<file path="src/rtl/dcache_pkg.sv">
// Shared types and widths for the D-cache controller.
// Holds the controller state enum, the bus command encoding and the
// default address split (tag / index / 3-bit block offset).
package dcache_pkg;

  localparam int OFFSET_W    = 3;
  localparam int ADDR_W_DEF  = 64;
  localparam int INDEX_W_DEF = 3;
  localparam int BLOCK_W_DEF = 64;
  localparam int TAG_W_DEF   = ADDR_W_DEF - INDEX_W_DEF - OFFSET_W;

  typedef enum logic [2:0] {
    S_IDLE,
    S_LOOKUP,
    S_WB,
    S_FILL,
    S_WAIT,
    S_REPLAY,
    S_RESP
  } dcache_ctrl_state_t;

  typedef enum logic [1:0] {
    BUS_NONE  = 2'd0,
    BUS_LOAD  = 2'd1,
    BUS_STORE = 2'd2
  } bus_cmd_t;

endpackage

</file>
<file path="src/rtl/dcache_ctrl_perf.sv">
// Saturating hit / miss / writeback event counters for the D-cache
// controller. Only instantiated when DCACHE_CTRL_PERF_EN is defined.
module dcache_ctrl_perf (
  input  logic        clock,
  input  logic        reset,
  input  logic        i_hit,
  input  logic        i_miss,
  input  logic        i_wb,
  output logic [31:0] o_hit_count,
  output logic [31:0] o_miss_count,
  output logic [31:0] o_wb_count
);

  logic [31:0] r_hit_count;
  logic [31:0] r_miss_count;
  logic [31:0] r_wb_count;

  // Count each event, holding at all-ones instead of wrapping.
  always_ff @(posedge clock) begin
    if (reset) begin
      r_hit_count  <= '0;
      r_miss_count <= '0;
      r_wb_count   <= '0;
    end else begin
      if (i_hit && (r_hit_count != '1))   r_hit_count  <= r_hit_count + 32'd1;
      if (i_miss && (r_miss_count != '1)) r_miss_count <= r_miss_count + 32'd1;
      if (i_wb && (r_wb_count != '1))     r_wb_count   <= r_wb_count + 32'd1;
    end
  end

  assign o_hit_count  = r_hit_count;
  assign o_miss_count = r_miss_count;
  assign o_wb_count   = r_wb_count;

endmodule

</file>
<file path="src/rtl/dcache_ctrl.sv">
// Blocking, single-outstanding-miss D-cache controller between the LSQ and
// the D-cache array. Sequences lookup, dirty-victim writeback, fill and
// replay, and owns the processor-to-memory bus.
// Optional: define DCACHE_CTRL_PERF_EN to add hit/miss/wb counters.
module dcache_ctrl
  import dcache_pkg::*;
#(
  parameter int ADDR_W  = ADDR_W_DEF,
  parameter int INDEX_W = INDEX_W_DEF,
  parameter int BLOCK_W = BLOCK_W_DEF,
  parameter int TAG_W   = ADDR_W - INDEX_W - OFFSET_W
) (
  input  logic               clock,
  input  logic               reset,
  input  logic               lsq_req_valid,
  input  logic               lsq_req_is_store,
  input  logic [ADDR_W-1:0]  lsq_req_addr,
  input  logic [BLOCK_W-1:0] lsq_req_data,
  output logic               lsq_req_ready,
  output logic               lsq_resp_valid,
  output logic [BLOCK_W-1:0] lsq_resp_data,
  output logic [INDEX_W-1:0] dc_index,
  output logic [TAG_W-1:0]   dc_tag,
  output logic               dc_read_enable,
  output logic               dc_write_enable,
  output logic [BLOCK_W-1:0] dc_write_data,
  output logic [3:0]         dc_mem_response,
  output logic [3:0]         dc_mem_tag,
  output logic               dc_store_to_memory_enable,
  input  logic               dc_data_is_valid,
  input  logic               dc_data_is_miss,
  input  logic               dc_data_is_dirty,
  input  logic [BLOCK_W-1:0] dc_data_out,
  input  logic [BLOCK_W-1:0] dc_store_data,
  input  logic [TAG_W-1:0]   dc_victim_tag,
  output logic [1:0]         proc2mem_command,
  output logic [ADDR_W-1:0]  proc2mem_addr,
  output logic [BLOCK_W-1:0] proc2mem_data,
  input  logic [3:0]         mem2proc_response,
  input  logic [3:0]         mem2proc_tag
`ifdef DCACHE_CTRL_PERF_EN
  ,
  output logic [31:0]        hit_count,
  output logic [31:0]        miss_count,
  output logic [31:0]        wb_count
`endif
);

  dcache_ctrl_state_t r_state;
  dcache_ctrl_state_t w_next_state;
  bus_cmd_t           w_cmd;

  logic [ADDR_W-1:0]  r_addr;
  logic [BLOCK_W-1:0] r_data;
  logic               r_is_store;
  logic [3:0]         r_pend_tag;
  logic [BLOCK_W-1:0] r_victim;
  logic [TAG_W-1:0]   r_victim_tag;

  logic               w_accept;
  logic               w_victim_load;
  logic               w_pend_load;
  logic [INDEX_W-1:0] w_index;
  logic [TAG_W-1:0]   w_tag;
  logic               w_unused;

  // The array sees whole blocks, so the byte offset is never used.
  assign w_unused = ^{r_addr[OFFSET_W-1:0], dc_data_is_miss};

  assign w_index = r_addr[OFFSET_W +: INDEX_W];
  assign w_tag   = r_addr[OFFSET_W+INDEX_W +: TAG_W];

  // Array-facing fields are forced low during reset like every other output.
  assign dc_index         = reset ? '0 : w_index;
  assign dc_tag           = reset ? '0 : w_tag;
  assign dc_write_data    = reset ? '0 : r_data;
  assign dc_mem_tag       = mem2proc_tag;
  assign proc2mem_command = w_cmd;

  // State register.
  always_ff @(posedge clock) begin
    // NOTE: sequential state uses non-blocking (<=) so every flop samples pre-edge values.
    if (reset) r_state <= S_IDLE;
    else       r_state <= w_next_state;
  end

  // Next-state decode plus all array, bus and LSQ strobes.
  always_comb begin
    // NOTE: every output gets a default first so no path leaves it unassigned (no latch).
    w_next_state              = r_state;
    w_cmd                     = BUS_NONE;
    lsq_req_ready             = 1'b0;
    lsq_resp_valid            = 1'b0;
    lsq_resp_data             = '0;
    dc_read_enable            = 1'b0;
    dc_write_enable           = 1'b0;
    dc_mem_response           = '0;
    dc_store_to_memory_enable = 1'b0;
    proc2mem_addr             = '0;
    proc2mem_data             = '0;
    w_accept                  = 1'b0;
    w_victim_load             = 1'b0;
    w_pend_load               = 1'b0;
    if (!reset) begin
      unique case (r_state)
        S_IDLE: begin
          lsq_req_ready = 1'b1;
          if (lsq_req_valid) begin
            w_accept     = 1'b1;
            w_next_state = S_LOOKUP;
          end
        end
        S_LOOKUP: begin
          dc_read_enable  = ~r_is_store;
          dc_write_enable = r_is_store;
          if (dc_data_is_valid) begin
            w_next_state = S_RESP;
          end else if (dc_data_is_dirty) begin
            w_victim_load = 1'b1;
            w_next_state  = S_WB;
          end else begin
            w_next_state = S_FILL;
          end
        end
        S_WB: begin
          w_cmd         = BUS_STORE;
          proc2mem_addr = {r_victim_tag, w_index, {OFFSET_W{1'b0}}};
          proc2mem_data = r_victim;
          if (mem2proc_response != 4'd0) begin
            dc_store_to_memory_enable = 1'b1;
            w_next_state              = S_FILL;
          end
        end
        S_FILL: begin
          w_cmd           = BUS_LOAD;
          proc2mem_addr   = {w_tag, w_index, {OFFSET_W{1'b0}}};
          dc_read_enable  = ~r_is_store;
          dc_write_enable = r_is_store;
          dc_mem_response = mem2proc_response;
          if (mem2proc_response != 4'd0) begin
            w_pend_load  = 1'b1;
            w_next_state = S_WAIT;
          end
        end
        S_WAIT: begin
          if (mem2proc_tag == r_pend_tag) w_next_state = S_REPLAY;
        end
        S_REPLAY: begin
          dc_read_enable  = ~r_is_store;
          dc_write_enable = r_is_store;
          w_next_state    = S_RESP;
        end
        S_RESP: begin
          lsq_resp_valid = 1'b1;
          lsq_resp_data  = r_is_store ? '0 : dc_data_out;
          w_next_state   = S_IDLE;
        end
        default: w_next_state = S_IDLE;
      endcase
    end
  end

  // Latched request, victim and outstanding bus tag.
  always_ff @(posedge clock) begin
    if (reset) begin
      r_addr       <= '0;
      r_data       <= '0;
      r_is_store   <= 1'b0;
      r_pend_tag   <= '0;
      r_victim     <= '0;
      r_victim_tag <= '0;
    end else begin
      if (w_accept) begin
        r_addr     <= lsq_req_addr;
        r_data     <= lsq_req_data;
        r_is_store <= lsq_req_is_store;
      end
      if (w_victim_load) begin
        r_victim     <= dc_store_data;
        r_victim_tag <= dc_victim_tag;
      end
      if (w_pend_load) r_pend_tag <= mem2proc_response;
    end
  end

`ifdef DCACHE_CTRL_PERF_EN
  logic w_hit;
  logic w_miss;

  assign w_hit  = !reset && (r_state == S_LOOKUP) && dc_data_is_valid;
  assign w_miss = !reset && (r_state == S_LOOKUP) && !dc_data_is_valid;

  dcache_ctrl_perf u_perf (
    .clock        (clock),
    .reset        (reset),
    .i_hit        (w_hit),
    .i_miss       (w_miss),
    .i_wb         (dc_store_to_memory_enable),
    .o_hit_count  (hit_count),
    .o_miss_count (miss_count),
    .o_wb_count   (wb_count)
  );
`endif

endmodule

</file>
<file path="config.mk">
export PLATFORM = sky130hd
export DESIGN_NAME = dcache_ctrl
export DESIGN_NICKNAME = d
export VERILOG_FILES = /design/src/rtl/dcache_pkg.sv /design/src/rtl/dcache_ctrl_perf.sv /design/src/rtl/dcache_ctrl.sv
export SDC_FILE = /design/constraint.sdc
export NUM_CORES = 1
export LEC_CHECK = 0
export CAP_MARGIN = 40
export CELL_PAD_IN_SITES_DETAIL_PLACEMENT = 1
export CELL_PAD_IN_SITES_GLOBAL_PLACEMENT = 1
export CORE_AREA = 5 5 257 259
export DETAILED_ROUTE_END_ITERATION = 16
export DIE_AREA = 0 0 262 264
export GPL_ROUTABILITY_DRIVEN = 0
export PLACE_DENSITY_LB_ADDON = 0.1
export SLEW_MARGIN = 40
export SYNTH_ARGS = -nofsm -noshare
export SYNTH_HDL_FRONTEND = slang
export SYNTH_SLANG_ARGS = --single-unit
</file>
<file path="constraint.sdc">
create_clock -name clock -period 2 [get_ports clock]
set_clock_uncertainty 0.1 [all_clocks]
set_input_delay 0.2 -clock clock [delete_from_list [all_inputs] [get_ports clock]]
set_output_delay 0.2 -clock clock [all_outputs]
set_load 0.01 [all_outputs]
</file>
==> flow_metrics.env <==
export IMPL_status="finished, violations left"
export IMPL_violations="negative setup slack"
export IMPL_synth_top_area_cell="dfxtp_1"
export IMPL_start_util=0.176
export IMPL_period_minus_slack_ps=2360
export IMPL_grt_util_all_layers=0.171
export IMPL_grt_pass1_wl_mm=88.0
export IMPL_ios=661
export IMPL_cts_max_level=2
export IMPL_clock_fmax_mhz=423
export IMPL_path_class="reg -> out"
export IMPL_cp_start_kind="flip-flop"
export IMPL_layout_setup_ws_ps=-362
export IMPL_yosysUniqueCellTypes=38
export IMPL_maxSlewViolCount=0
export IMPL_cts_tree="yes"
export IMPL_drt_initial_drc_count=298
export IMPL_coreArea_mm2=0.0636
export IMPL_crit_fanout=6
export IMPL_power_mw=15.2
export IMPL_wire_per_inst_um=22.6
export IMPL_synthDominantCellAreaShare=0.457
export IMPL_num_rows=93
export IMPL_min_path_type="in -> reg"
export IMPL_clockBufferDepth=3
export IMPL_clockRootBuffer="clkbuf_16"
export IMPL_max_slew_margin=0.581
export IMPL_hold_violations=0
export IMPL_syn_area_mm2=0.0112
export IMPL_timing_final_crit_share=1.18
export IMPL_p_leak_nw=8.89
export IMPL_drc=0
export IMPL_dp_cells=2724
export IMPL_syn_area_per_cell_um2=9.09
export IMPL_grt_overflow=0
export IMPL_power_density_mw_per_mm2=699
export IMPL_hpwl_mm=47.9
export IMPL_drtAntennaViolNets=0
export IMPL_arrival_ps=2060
export IMPL_numPortBuffers=653
export IMPL_yosysWarnings=0
export IMPL_rsz0062_at_grt="true"
export IMPL_syn_inst=1229
export IMPL_setup_viol=249
export IMPL_fp_dieH_um=264
export IMPL_dieArea_mm2=0.0692
export IMPL_utilization=0.341
export IMPL_critPathCaptureType="output pin"
export IMPL_syn_to_final_growth_pct=94.4
export IMPL_timing_hold_ws_ps=78.0
export IMPL_final_nets=2320
export IMPL_layout_drive_gt1_share=0.275
export IMPL_fp_dieW_um=262
export IMPL_grt_pass1_vias=12400
export IMPL_layout_cells_non_filler=2882
export IMPL_num_vias=11800
export IMPL_ys_seq_area_frac=0.457
export IMPL_vias_per_cell=4.10
export IMPL_grt_max_degree=50
export IMPL_cp_required_ps=1700
export IMPL_ir_worst_vdd_mv=0.466
export IMPL_first_pass_iters=4
export IMPL_stdcell_area_mm2=0.0217
export IMPL_cts_sinks=255
export IMPL_netlist_top_cells_area="dfxtp_1 (46%), mux2_1 (9.3%), nand2_1 (8.5%), and2_1 (7.4%), nor2b_1 (7.0%)"
export IMPL_worstMarginPinSlew_ps=623
export IMPL_place_area_mm2=0.0192
export IMPL_wirelength_mm=65.2
export IMPL_clk_latency_ps=530
export IMPL_cts_inserted_buffers=36
export IMPL_drv_cap=0
export IMPL_antenna_found_initial=28
export IMPL_synth_seq_cells=255
export IMPL_cts_clk_slew_worst_paths_ps=50
-- cell usage after synthesis --
library cell and n:
nor4_4 2, a22o_1 58, inv_1 4, clkbuf_1 52, nor2_1 11, o21bai_1 1
nor3_1 3, a22oi_1 4, nand2_1 252, xnor2_1 1, buf_2 17, buf_6 10
buf_8 9, nand4_1 1, a211oi_1 3, nand3_1 1, nand2b_1 5, or4_1 1
mux2_2 30, a21oi_1 123, nor4_1 2, a31oi_1 1, buf_12 1, o21ai_0 4
o22ai_1 1, dfxtp_1 255, and4_1 1, buf_1 6, a21o_1 1, nor3_2 1
xor2_1 3, and2_1 133, and3_1 1, nor2b_1 125, buf_4 12, and3b_1 1
mux2_1 92, conb_1 1
-- layout by cell type (no fill, tap or decap), drive strengths merged, types with 4 or more instances in the layout --
cell	Yosys	routed
a21oi	123	123
a22o	58	58
a22oi	4	4
and2	133	134
buf	55	343
clkbuf	52	84
clkdlybuf4s50	0	450
clkinv	0	5
dfxtp	255	255
diode	0	10
dlygate4sd3	0	5
inv	4	4
mux2	122	122
nand2	252	252
nand2b	5	5
nor2	11	11
nor2b	125	125
nor3	4	4
nor4	4	4
o21ai	4	4
-- logic make-up (layout without fill, tap and decap cells) --
group           after synthesis  in the layout  share of synthesized area
simple gates                540            541                      0.247
flops                       255            255                      0.457
compound gates              196            196                      0.110
mux                         122            122                      0.123
buf+inv                     111            896                     0.0605
xor+xnor                      4              4                    0.00314
other cells                   1             13                   0.000336
-- final timing paths --
path                                                 from                       endpoint  slack [ps]  cells past startpoint
worst max register to register    r_state[0]$_SDFFE_PP0P_        r_addr[21]$_SDFFE_PP0P_         -70                      6
worst max-delay path              r_state[2]$_SDFFE_PP0P_              proc2mem_addr[55]        -360                      8
worst min register to register  r_victim[33]$_SDFFE_PP0P_      r_victim[33]$_SDFFE_PP0P_         350                      2
worst min-delay path                                reset  r_victim_tag[37]$_SDFFE_PP0P_          80                      3
-- layer usage --
metal | GRT usage | wire (um) | up-vias
met1 | 0.176 | 23300 | 5670
li1 | - | - | 5602
met3 | 0.0727 | 6210 | 109
met4 | 0.0486 | 1590 | 30
met2 | 0.314 | 33800 | 411
met5 | 0 | 192 | -
-- where the power goes --
part / internal (mW) / total, mW / switching [mW]
sequential: 5.46 / 5.56 / 0.109
combinational: 1.92 / 3.19 / 1.27
clock: 3.94 / 6.44 / 2.49
total: 11.3 / 15.2 / 3.87
-- area by class of cell --
cell class	count	area, um^2
tap	855	1070
multi-input combinational	866	5710
clock buffer	57	1110
sequential	255	5120
fill	7229	41900
antenna	10	25.0
clock inverter	7	73.8
timing repair buffer	828	8600
inverter	4	15.0
-- registers in the layout, indices dropped and copies added, names as in the netlist --
register	cells
r_victim_tag	58
r_pend_tag	4
r_data	64
r_victim	64
r_state	3
r_addr	61
r_is_store	1
-- per-stage QoR --
| stage | TNS (ps) | setup WS (ps) |
|---|---|---|
| after detailed placement | -23550 | -242 |
| after global placement | -17910 | -214 |
| after global routing | -75540 | -440 |
| after floorplan | 0 | 151 |
| final | -47860 | -362 |
| after CTS | -108110 | -648 |
-- what timing repair did --
action,CTS,global route
buffers inserted,47,26
pin swaps,27,97
setup endpoints to repair,452,487
hold endpoints to repair,5,0
hold buffers,5,0
resized for setup,595,470
gates cloned,8,17
-- worst max-delay path, cell delays in order, from the launching register on --
cell and delay (ps):
dfxtp_4 360, nand2b_4 150, nor3_4 200, buf_12 180
buf_12 110, buf_12 100, buf_8 100, a22o_1 170
buf_2 150
Power figures use the tool's default switching activity.
